### config.mk
export PLATFORM = sky130hd
export DESIGN_NAME = pc_unit
export DESIGN_NICKNAME = d
export VERILOG_FILES = /design/src/rtl/pc_unit.sv
export SDC_FILE = /design/constraint.sdc
export NUM_CORES = 1
export LEC_CHECK = 0
export ABC_AREA = 1
export CORE_ASPECT_RATIO = 1.2
export CORE_UTILIZATION = 40
export CTS_CLUSTER_SIZE = 14
export DETAILED_ROUTE_END_ITERATION = 6
export PLACE_DENSITY = 0.72
export SYNTH_ARGS = -nofsm -noshare
export SYNTH_HDL_FRONTEND = slang
export SYNTH_SLANG_ARGS = --single-unit
export TNS_END_PERCENT = 1
### constraint.sdc
create_clock -name clk_i -period 1.9 [get_ports clk_i]
set_input_delay 0.19 -clock clk_i [delete_from_list [all_inputs] [get_ports clk_i]]
set_output_delay 0.19 -clock clk_i [all_outputs]
set_load 0.03 [all_outputs]
### src/rtl/pc_unit.sv
// Program-counter unit: BOOT/RUN/HALT sequencer choosing the next fetch address
// from trap, branch, stall and sequential-increment requests, with a fetch counter.
module pc_unit #(
    parameter int              XLEN      = 32,
    parameter logic [XLEN-1:0] RESET_VEC = '0,
    parameter logic [XLEN-1:0] HALT_PC   = XLEN'(248),
    parameter logic [XLEN-1:0] TRAP_VEC  = XLEN'(4),
    parameter int              CNT_W     = 32
) (
    input  logic             clk_i,
    input  logic             start_i,
    input  logic             stall_i,
    input  logic             branch_i,
    input  logic [XLEN-1:0]  branch_target_i,
    input  logic             trap_i,
    output logic [XLEN-1:0]  pc_o,
    output logic [XLEN-1:0]  pc_plus4_o,
    output logic             valid_o,
    output logic             halted_o,
    output logic             misalign_o,
    output logic [CNT_W-1:0] fetch_cnt_o
);

    localparam logic [1:0] ST_BOOT = 2'd0;
    localparam logic [1:0] ST_RUN  = 2'd1;
    localparam logic [1:0] ST_HALT = 2'd2;

    logic [1:0]       state_reg;
    logic [1:0]       state_next;
    logic [XLEN-1:0]  pc_reg;
    logic [XLEN-1:0]  pc_next;
    logic [CNT_W-1:0] cnt_reg;
    logic [CNT_W-1:0] cnt_next;
    logic             misalign_reg;
    logic             misalign_next;

    logic [XLEN-1:0]  pc_inc;
    logic             target_misaligned;

    assign pc_inc            = pc_reg + XLEN'(4);
    assign target_misaligned = (branch_target_i[1:0] != 2'b00);

    // Priority: trap, branch (misaligned ones become traps), halt check, stall, increment.
    always_comb begin
        state_next    = state_reg;
        pc_next       = pc_reg;
        cnt_next      = cnt_reg;
        misalign_next = 1'b0;
        case (state_reg)
            ST_BOOT: begin
                state_next = ST_RUN;
            end
            ST_RUN: begin
                if (trap_i) begin
                    pc_next  = TRAP_VEC;
                    cnt_next = cnt_reg + CNT_W'(1);
                end else if (branch_i) begin
                    cnt_next = cnt_reg + CNT_W'(1);
                    if (target_misaligned) begin
                        pc_next       = TRAP_VEC;
                        misalign_next = 1'b1;
                    end else begin
                        pc_next = branch_target_i;
                    end
                end else if (pc_reg == HALT_PC) begin
                    // Halting wins over stall; the PC itself stays put.
                    state_next = ST_HALT;
                end else if (!stall_i) begin
                    pc_next  = pc_inc;
                    cnt_next = cnt_reg + CNT_W'(1);
                end
            end
            ST_HALT: begin
                state_next = ST_HALT;
            end
            default: begin
                state_next = ST_BOOT;
                pc_next    = RESET_VEC;
            end
        endcase
    end

    always_ff @(posedge clk_i or negedge start_i) begin
        if (!start_i) begin
            state_reg    <= ST_BOOT;
            pc_reg       <= RESET_VEC;
            cnt_reg      <= '0;
            misalign_reg <= 1'b0;
        end else begin
            state_reg    <= state_next;
            pc_reg       <= pc_next;
            cnt_reg      <= cnt_next;
            misalign_reg <= misalign_next;
        end
    end

    assign pc_o        = pc_reg;
    assign pc_plus4_o  = pc_inc;
    assign valid_o     = (state_reg == ST_RUN);
    assign halted_o    = (state_reg == ST_HALT);
    assign misalign_o  = misalign_reg;
    assign fetch_cnt_o = cnt_reg;

endmodule

Word level (Yosys, flattened, before mapping)
Cells that the tools add are included.
W data, S select, Z words.

word-level totals
  bits in registers = 67
  output and inout port bits = 99

cells by class
  add/sub/neg operators = 2
  equality and inequality tests = 10
  muxes and demuxes = 18
  reduce and logical (&&, ||, !) cells = 6
  bitwise gates (word level) = 1

operators with widths
  kind                     number
  $mux W32                 9
  $pmux W32 S2             1
  $add A32 B1 Y32 const B  1
  $add A32 B3 Y32 const B  1
  $eq A32 B8 Y1 const B    1
  $reduce_and A3 Y1        3
  $ne A4 B4 Y1 const B     2
  $mux W2                  3
  $pmux W2 S3              1
  $mux W1                  4
  $ne A2 B2 Y1 const B     2
  $ne A3 B1 Y1 const B     1
  $ne A3 B3 Y1 const B     1
  $eq A2 B1 Y1 const B     1
  $eq A2 B2 Y1 const B     1
  $logic_not A2 Y1         1
  $ne A2 B1 Y1 const B     1
  $reduce_bool A2 Y1       1
  $reduce_or A2 Y1         1
  $not A1 Y1               1

Longest topological paths before layout
Gate-level depths: netlist (run 1).

  depth in word-level cells = 6
  mapped depth = 12
  depth with buffers taken out = 11

Worst setup path after synthesis (run 1)
Ideal clock, no wire load.

  path type = register to register
  start point = register pc_reg[3], in the netlist pc_o[3]
  end point = register pc_reg[8], in the netlist pc_o[8]
  data arrival time = 2.044 ns
  data required time = 1.817 ns
  slack = -0.227 ns
  cell stages (with the launch flop) = 11
  library setup time = 0.083 ns
  cell sequence = dfrtp_1 ha_1 inv_1 nor2_4 inv_1 nor2_4 xor2_1 nand2_1 nand2_1 nand2_1 o21ai_0

between the ends
  longest elaborated chain between the ends = 6
  elaborated cells on any way between the ends = 9

ends and longest elaborated chain
  element                 RTL line  text
  start, declared         30        logic [XLEN-1:0] pc_reg;
  start signal, assigned  91        pc_reg <= pc_next;
  $add A32 B3 Y32         40        assign pc_inc = pc_reg + XLEN'(4);
  net pc_plus4_o[8]       17        output logic [XLEN-1:0] pc_plus4_o,
  $mux W32                68        end else if (!stall_i) begin
  $mux W32                65        end else if (pc_reg == HALT_PC) begin
  $mux W32                57        end else if (branch_i) begin
  $mux W32                54        if (trap_i) begin
  $pmux W32 S2            49        case (state_reg)

The timed path passes the listed nets, and every way through them passes these cells. The select of a mux whose other input is x is not followed.
A chain may end at the register's enable or synchronous reset.

Worst setup path in the final report (run 1)
  start point = register pc_reg[20], in the netlist pc_o[20]
  end point = output pc_plus4_o[28]

between the ends
  longest elaborated chain between the ends = 1

ends and longest elaborated chain
  element          RTL line
  $add A32 B3 Y32  40
  end, declared    17

No other way between the ends.

==> flow_summary.yaml, run 1 <==
power_and_ir_drop:
  p_switching_w: 0.00210
  ir_drop_mv: 0.439
  pwr-share-seq_pct: 30.0
  p_comb_share_pct: 37.0
  cellPowerDensity_nw_per_um2: 822
  swShare_pct: 35.7
  internal_power_w: 0.00379
  pwr-share-clk_pct: 33.0
  finalPower_w: 0.00590
  p_leak_nw: 3.22
logic_synthesis:
  synth_cells: 741
  synth_top_cell_area_share_pct: 34.3
  synthAdderAreaFrac_pct: 1.54
  synthSimpleGateAreaFrac_pct: 43.1
  ys_ff_latch: 67
  synth.area.mux_share_pct: 0
  avgSynthCellArea_um2: 6.59
  ys.flop_type: "dfrtp_1"
  async_flop_share_pct: 100
  synth_top_family_by_area: "simple AND/OR/NAND/NOR gates"
  yosysTopAreaCell: "dfrtp_1"
  synth_compound_area_share_pct: 6.89
  synth_edf_count: 0
  synth_area_um2: 4880
  synth.net_count: 784
  seq_area_frac_synth_pct: 34.3
  yosys_warnings: 0
  synth_cell_types: 34
  synth_xor_area_share_pct: 7.46
  synth_area_leaders: "dfrtp_1, nand2_1, nor2_1"
finish:
  most-common-layout-cells: "nand2_1, clkdlybuf4s50_1, nor2_1"
  fin_nets: 955
  area_growth_syn_to_layout_pct: 47.0
  fin_cells: 1074
  fill_cells: 1136
  layout_commonest_cell: "nand2_1"
  diodes: 0
  layout-drive-gt1-share_pct: 16.9
global_route:
  grt_max_degree: 68
  antenna_found_initial: 0
  grt_usage_pct: 25.0
  grt_pass1_wl_mm: 24.3
  overflow: 0
  first_global_vias: 5050
timing:
  maxSlewHeadroom_pct: 75.5
  max_freq_ghz: 0.495
  worst_slack_ns: -0.120
  tightest_slew_ns: 0.367
  finalClockSkew_ns: 0.00877
  finalMaxSlewViolations: 0
  fin_crit_ns: 2.02
  holdWs_ns: 0.422
  rsz0062_at_grt: "yes"
  finalSetupViolCount: 22
  fin_setup_tns_ns: -1.26
  period_share_pct: 106
  hold_viol: 0
die:
  start_util_pct: 41.6
  fp.dieH_um: 123
  dieArea_um2: 12700
  die_w_um: 103
  io_pins: 136
  coreArea_um2: 11700
  num_rows: 43
setup_path:
  max_stage_delay_ns: 0.39
  regToRegSetupSlack_ns: 0.11
  crit_path_start_kind: "flop"
  path_class: "flop to output pin"
  crit_slowest_cell: "dfrtp_1"
  end_kind: "output pin"
  path_cells: "buf_4 -> nand2_1 -> nor2_1 -> nand2_1 -> nor2_2 -> nand2_1 -> nand2_1 -> and2_4 -> buf_6"
  worstPathRequired_ns: 1.71
  cp_data_arrival_time_ns: 1.83
  crit_path_frequent_cell: "nand2_1"
  cp_max_fo: 4
placed_design:
  dp_hpwl_mm: 11.0
  dp_cells: 1052
  pre_cts_ws_ns: 0.00125
  place_congestion: 0.903
  portBuffers: 135
run_status:
  status: "finished, violations left"
  violations: "negative setup slack"
clock_tree:
  cts_buffers: 9
  cts_tree: "built"
  h-tree-depth: 3
  clockBufferDepth: 2
  clock_sinks: 67
  clkLatencyLatePin_ns: 0.34
  clock-root-buffer: "clkbuf_16"
  clkTransAtPathRegs_ns: 0.06
routing:
  viasPerCell: 4.98
  antenna_left: 0
  drtIter0Drc: 217
  drc: 0
  routed_wl_mm: 15.1
  wl_per_cell_um: 14.1
  drt_first_pass_iters: 5
  via_count: 5353
flow_run:
  maxCapViolations: 0
worst_hold_path:
  hp-class: "input port to asynchronous set/reset pin"
-- final cells by class --
type | instances | area, µm² | share of cell area (%)
multi-input cells | 599 | 3000 | 41.7
repair buffers | 180 | 1740 | 24.3
flip-flops and latches | 67 | 1690 | 23.6
clock buffers | 11 | 243 | 3.38
inverters | 55 | 206 | 2.88
well taps | 157 | 196 | 2.74
clock inverters | 5 | 100 | 1.39
-- synthesized netlist by cell type (4+ instances only) --
master    count
a21oi_1       4
buf_4         5
nor3_1       13
nand3_1      53
buf_2         5
nand2_2       4
o21ai_0      33
dfrtp_1      67
xnor2_1      15
nand4_1       6
nor2_4        8
nor2_1       85
xor2_1       21
nand3b_1      6
clkbuf_1      9
nand2_1     302
inv_1        54
o21ai_1      19
ha_1          6
-- metal layers --
layer	vias to the layer above	global-route usage (%)	part of all wire (%)
met1	2449	30.8	41
met2	193	41.4	50
met3	41	4.58	5.4
met4	0	13.2	3.2
li1	2670	-	-
met5	-	0	0
-- logic make-up after synthesis --
kind of cell    after synthesis
fa+ha+maj                     6
simple gates                491
xor+xnor                     39
flops                        67
buf+inv                      76
compound gates               62
-- critical path: cells and delay by family, from the launching register on --
family                 cells  cell delay, ns
DFF                        1            0.39
buffers and inverters      2            0.27
and+or+nand+nor            7            0.83
-- power groups by stage --
stage                     logic, W  clock network, W  registers (W)
after global placement     0.00212                 0        0.00177
after detailed placement   0.00213                 0        0.00178
final                      0.00218           0.00195        0.00177
after CTS                  0.00215           0.00197        0.00176
after floorplan           0.000908                 0        0.00207
after global routing       0.00236           0.00204        0.00179
-- repair_timing --
action / CTS / global route
setup endpoints to repair: 25 / 92
hold buffers: 1 / 0
resized for setup: 19 / 41
endpoints found under the hold margin: 67 / 0
cloned: 0 / 1
buffers inserted: 2 / 2
pin swaps: 2 / 12
-- stage by stage --
| stage | utilization, % | area, µm² |
|---|---|---|
| 5_1_grt | 61.2 | 7180 |
| 6_report | 61.2 | 7180 |
| 3_3_place_gp | 56.5 | 6620 |
| 3_5_place_dp | 56.5 | 6620 |
| 2_1_floorplan | - | 4890 |
| 4_1_cts | 60.0 | 7040 |
-- final timing paths --
check	endpoint	from	cells past startpoint
setup / recovery	pc_plus4_o[28]	pc_o[20]	9
hold / removal	fetch_cnt_o[8]	start_i	3
setup reg to reg	pc_o[11]	pc_o[2]	10
hold reg to reg	fetch_cnt_o[31]	fetch_cnt_o[31]	2
max in group asynchronous	pc_o[16]	start_i	3
min in group clk_i	pc_o[20]	branch_target_i[20]	5
(Power assumes the default switching activity.)
==> run 2, diff against run 1 <==
Settings changed: PLACE_DENSITY 0.72 to 0.74.
==> flow_summary.yaml, run 2 (same netlist as run 1, synthesis figures left out) <==
power_and_ir_drop:
  p_leak_nw: 3.24
  p_switching_w: 0.00209
  pwr-share-seq_pct: 31.6
  swShare_pct: 37.1
  p_comb_share_pct: 38.5
  internal_power_w: 0.00354
  cellPowerDensity_nw_per_um2: 779
  finalPower_w: 0.00562
  pwr-share-clk_pct: 29.9
  ir_drop_mv: 0.524
clock_tree:
  clockBufferDepth: 2
  h-tree-depth: 3
  clock_sinks: 67
  clkLatencyLatePin_ns: 0.34
  cts_tree: "built"
  cts_buffers: 9
  clock-root-buffer: "clkbuf_16"
  clkTransAtPathRegs_ns: 0.05
timing:
  finalClockSkew_ns: 0.00759
  finalSetupViolCount: 18
  worst_slack_ns: -0.0689
  tightest_slew_ns: 0.384
  hold_viol: 0
  fin_crit_ns: 1.97
  period_share_pct: 104
  fin_setup_tns_ns: -0.639
  rsz0062_at_grt: "yes"
  maxSlewHeadroom_pct: 74.3
  finalMaxSlewViolations: 0
  max_freq_ghz: 0.508
routing:
  routed_wl_mm: 15.2
  viasPerCell: 4.95
  via_count: 5337
  antenna_left: 0
  drc: 0
  drtIter0Drc: 149
  drt_first_pass_iters: 5
  wl_per_cell_um: 14.1
setup_path:
  worstPathRequired_ns: 1.71
  cp_max_fo: 5
  crit_path_frequent_cell: "nor2_4"
  crit_buf_inv: 1
  max_stage_delay_ns: 0.43
  path_delay_family: "simple AND/OR/NAND/NOR gates"
  path_class: "flop to output pin"
  path_cells: "nand2_4 -> nor2_4 -> nand2_2 -> nor2_4 -> nand3_1 -> nand2_1 -> buf_4"
  crit_path_start_kind: "flop"
  end_kind: "output pin"
  crit_slowest_cell: "dfrtp_2"
  cp_data_arrival_time_ns: 1.78
placed_design:
  portBuffers: 135
  dp_hpwl_mm: 11.4
  place_congestion: 0.932
  post_dp_cell_area_um2: 6580
global_route:
  first_global_vias: 5281
  antenna_found_initial: 0
  grt_max_degree: 38
  grt_pass1_wl_mm: 24.5
  overflow: 0
  grt_usage_pct: 25.3
finish:
  fin_util_pct: 61.6
  fin_area_um2: 7220
  multi_input_area_um2: 3050
  area_growth_syn_to_layout_pct: 47.9
  layout_commonest_cell: "nand2_1"
  register_area_um2: 1690
  most-common-layout-cells: "nand2_1, clkdlybuf4s50_1, nor2_1"
  layout-drive-gt1-share_pct: 18.7
  diodes: 0
  fin_nets: 960
  fill_cells: 1130
run_status:
  status: "finished, violations left"
  violations: "negative setup slack"
die:
  die_w_um: 103
  fp.dieH_um: 123
  coreArea_um2: 11700
  dieArea_um2: 12700
  io_pins: 136
  num_rows: 43
  start_util_pct: 41.6
worst_hold_path:
  hp-class: "input port to asynchronous set/reset pin"
flow_run:
  maxCapViolations: 0
run 2: layout make-up:
type,instances,area share (%)
multi-input combinational,598,42.2
timing repair buffer,186,24.6
sequential,67,23.5
clock buffer,13,3.60
inverter,55,2.86
tap,157,2.72
clock inverter,2,0.485
run 2: path summary, 6_finish.rpt:
| kind | from | endpoint | slack (ns) | cells after the start |
|---|---|---|---|---|
| worst min register to register | fetch_cnt_o[31] | fetch_cnt_o[31] | 0.52 | 2 |
| worst min-delay path | start_i | state_reg[0] | 0.26 | 2 |
| max in group asynchronous | start_i | fetch_cnt_o[29] | 1.15 | 3 |
| worst max-delay path | pc_o[4] | pc_plus4_o[25] | -0.07 | 7 |
| worst max register to register | pc_o[2] | pc_o[11] | 0.15 | 10 |
| min in group clk_i | branch_target_i[14] | pc_o[14] | 0.51 | 5 |
run 2: stage by stage:
| step | hold slack [ns] | instances | setup slack (ns) |
|---|---|---|---|
| after floorplan | -0.106 | 741 | -0.139 |
| after global placement | 0.0744 | 1049 | 0.0333 |
| after detailed placement | 0.0790 | 1049 | 0.0923 |
| after CTS | 0.268 | 1071 | -0.127 |
| after global routing | 0.282 | 1078 | -0.167 |
| final | 0.260 | 1078 | -0.0689 |
run 2: per-layer routing:
layer  wire length [µm]  share of wire [%]  global-route usage, %
met5                  0                  0                      0
met4                488                3.2                   12.4
met3                864                5.7                   4.80
met2               7800                 51                   45.0
met1               6050                 40                   28.8
run 2: power by group through the flow:
| stage | logic (W) | clock network [W] | registers (W) |
|---|---|---|---|
| floorplan | 0.000908 | 0 | 0.00207 |
| global placement | 0.00206 | 0 | 0.00178 |
| detailed placement | 0.00208 | 0 | 0.00179 |
| CTS | 0.00212 | 0.00170 | 0.00177 |
| global route | 0.00235 | 0.00177 | 0.00180 |
| finish | 0.00217 | 0.00168 | 0.00178 |
run 2: repair_timing:
action                     CTS  global route
setup endpoints to repair   26            48
hold buffers                 1             0
resized for setup           34            42
pin swaps                    8            13
buffers inserted             6             7
hold endpoints to repair     8             0
run 2: worst register-to-register path, stage by stage (launching register included):
cell and delay [ns]:
dfrtp_2 0.44, inv_1 0.11, ha_1 0.16, nand3_1 0.07, nor2_1 0.10, nand2_1 0.09, nor2_4 0.14, nand3_2 0.10
nand4_1 0.14, buf_12 0.18, o21ai_0 0.09
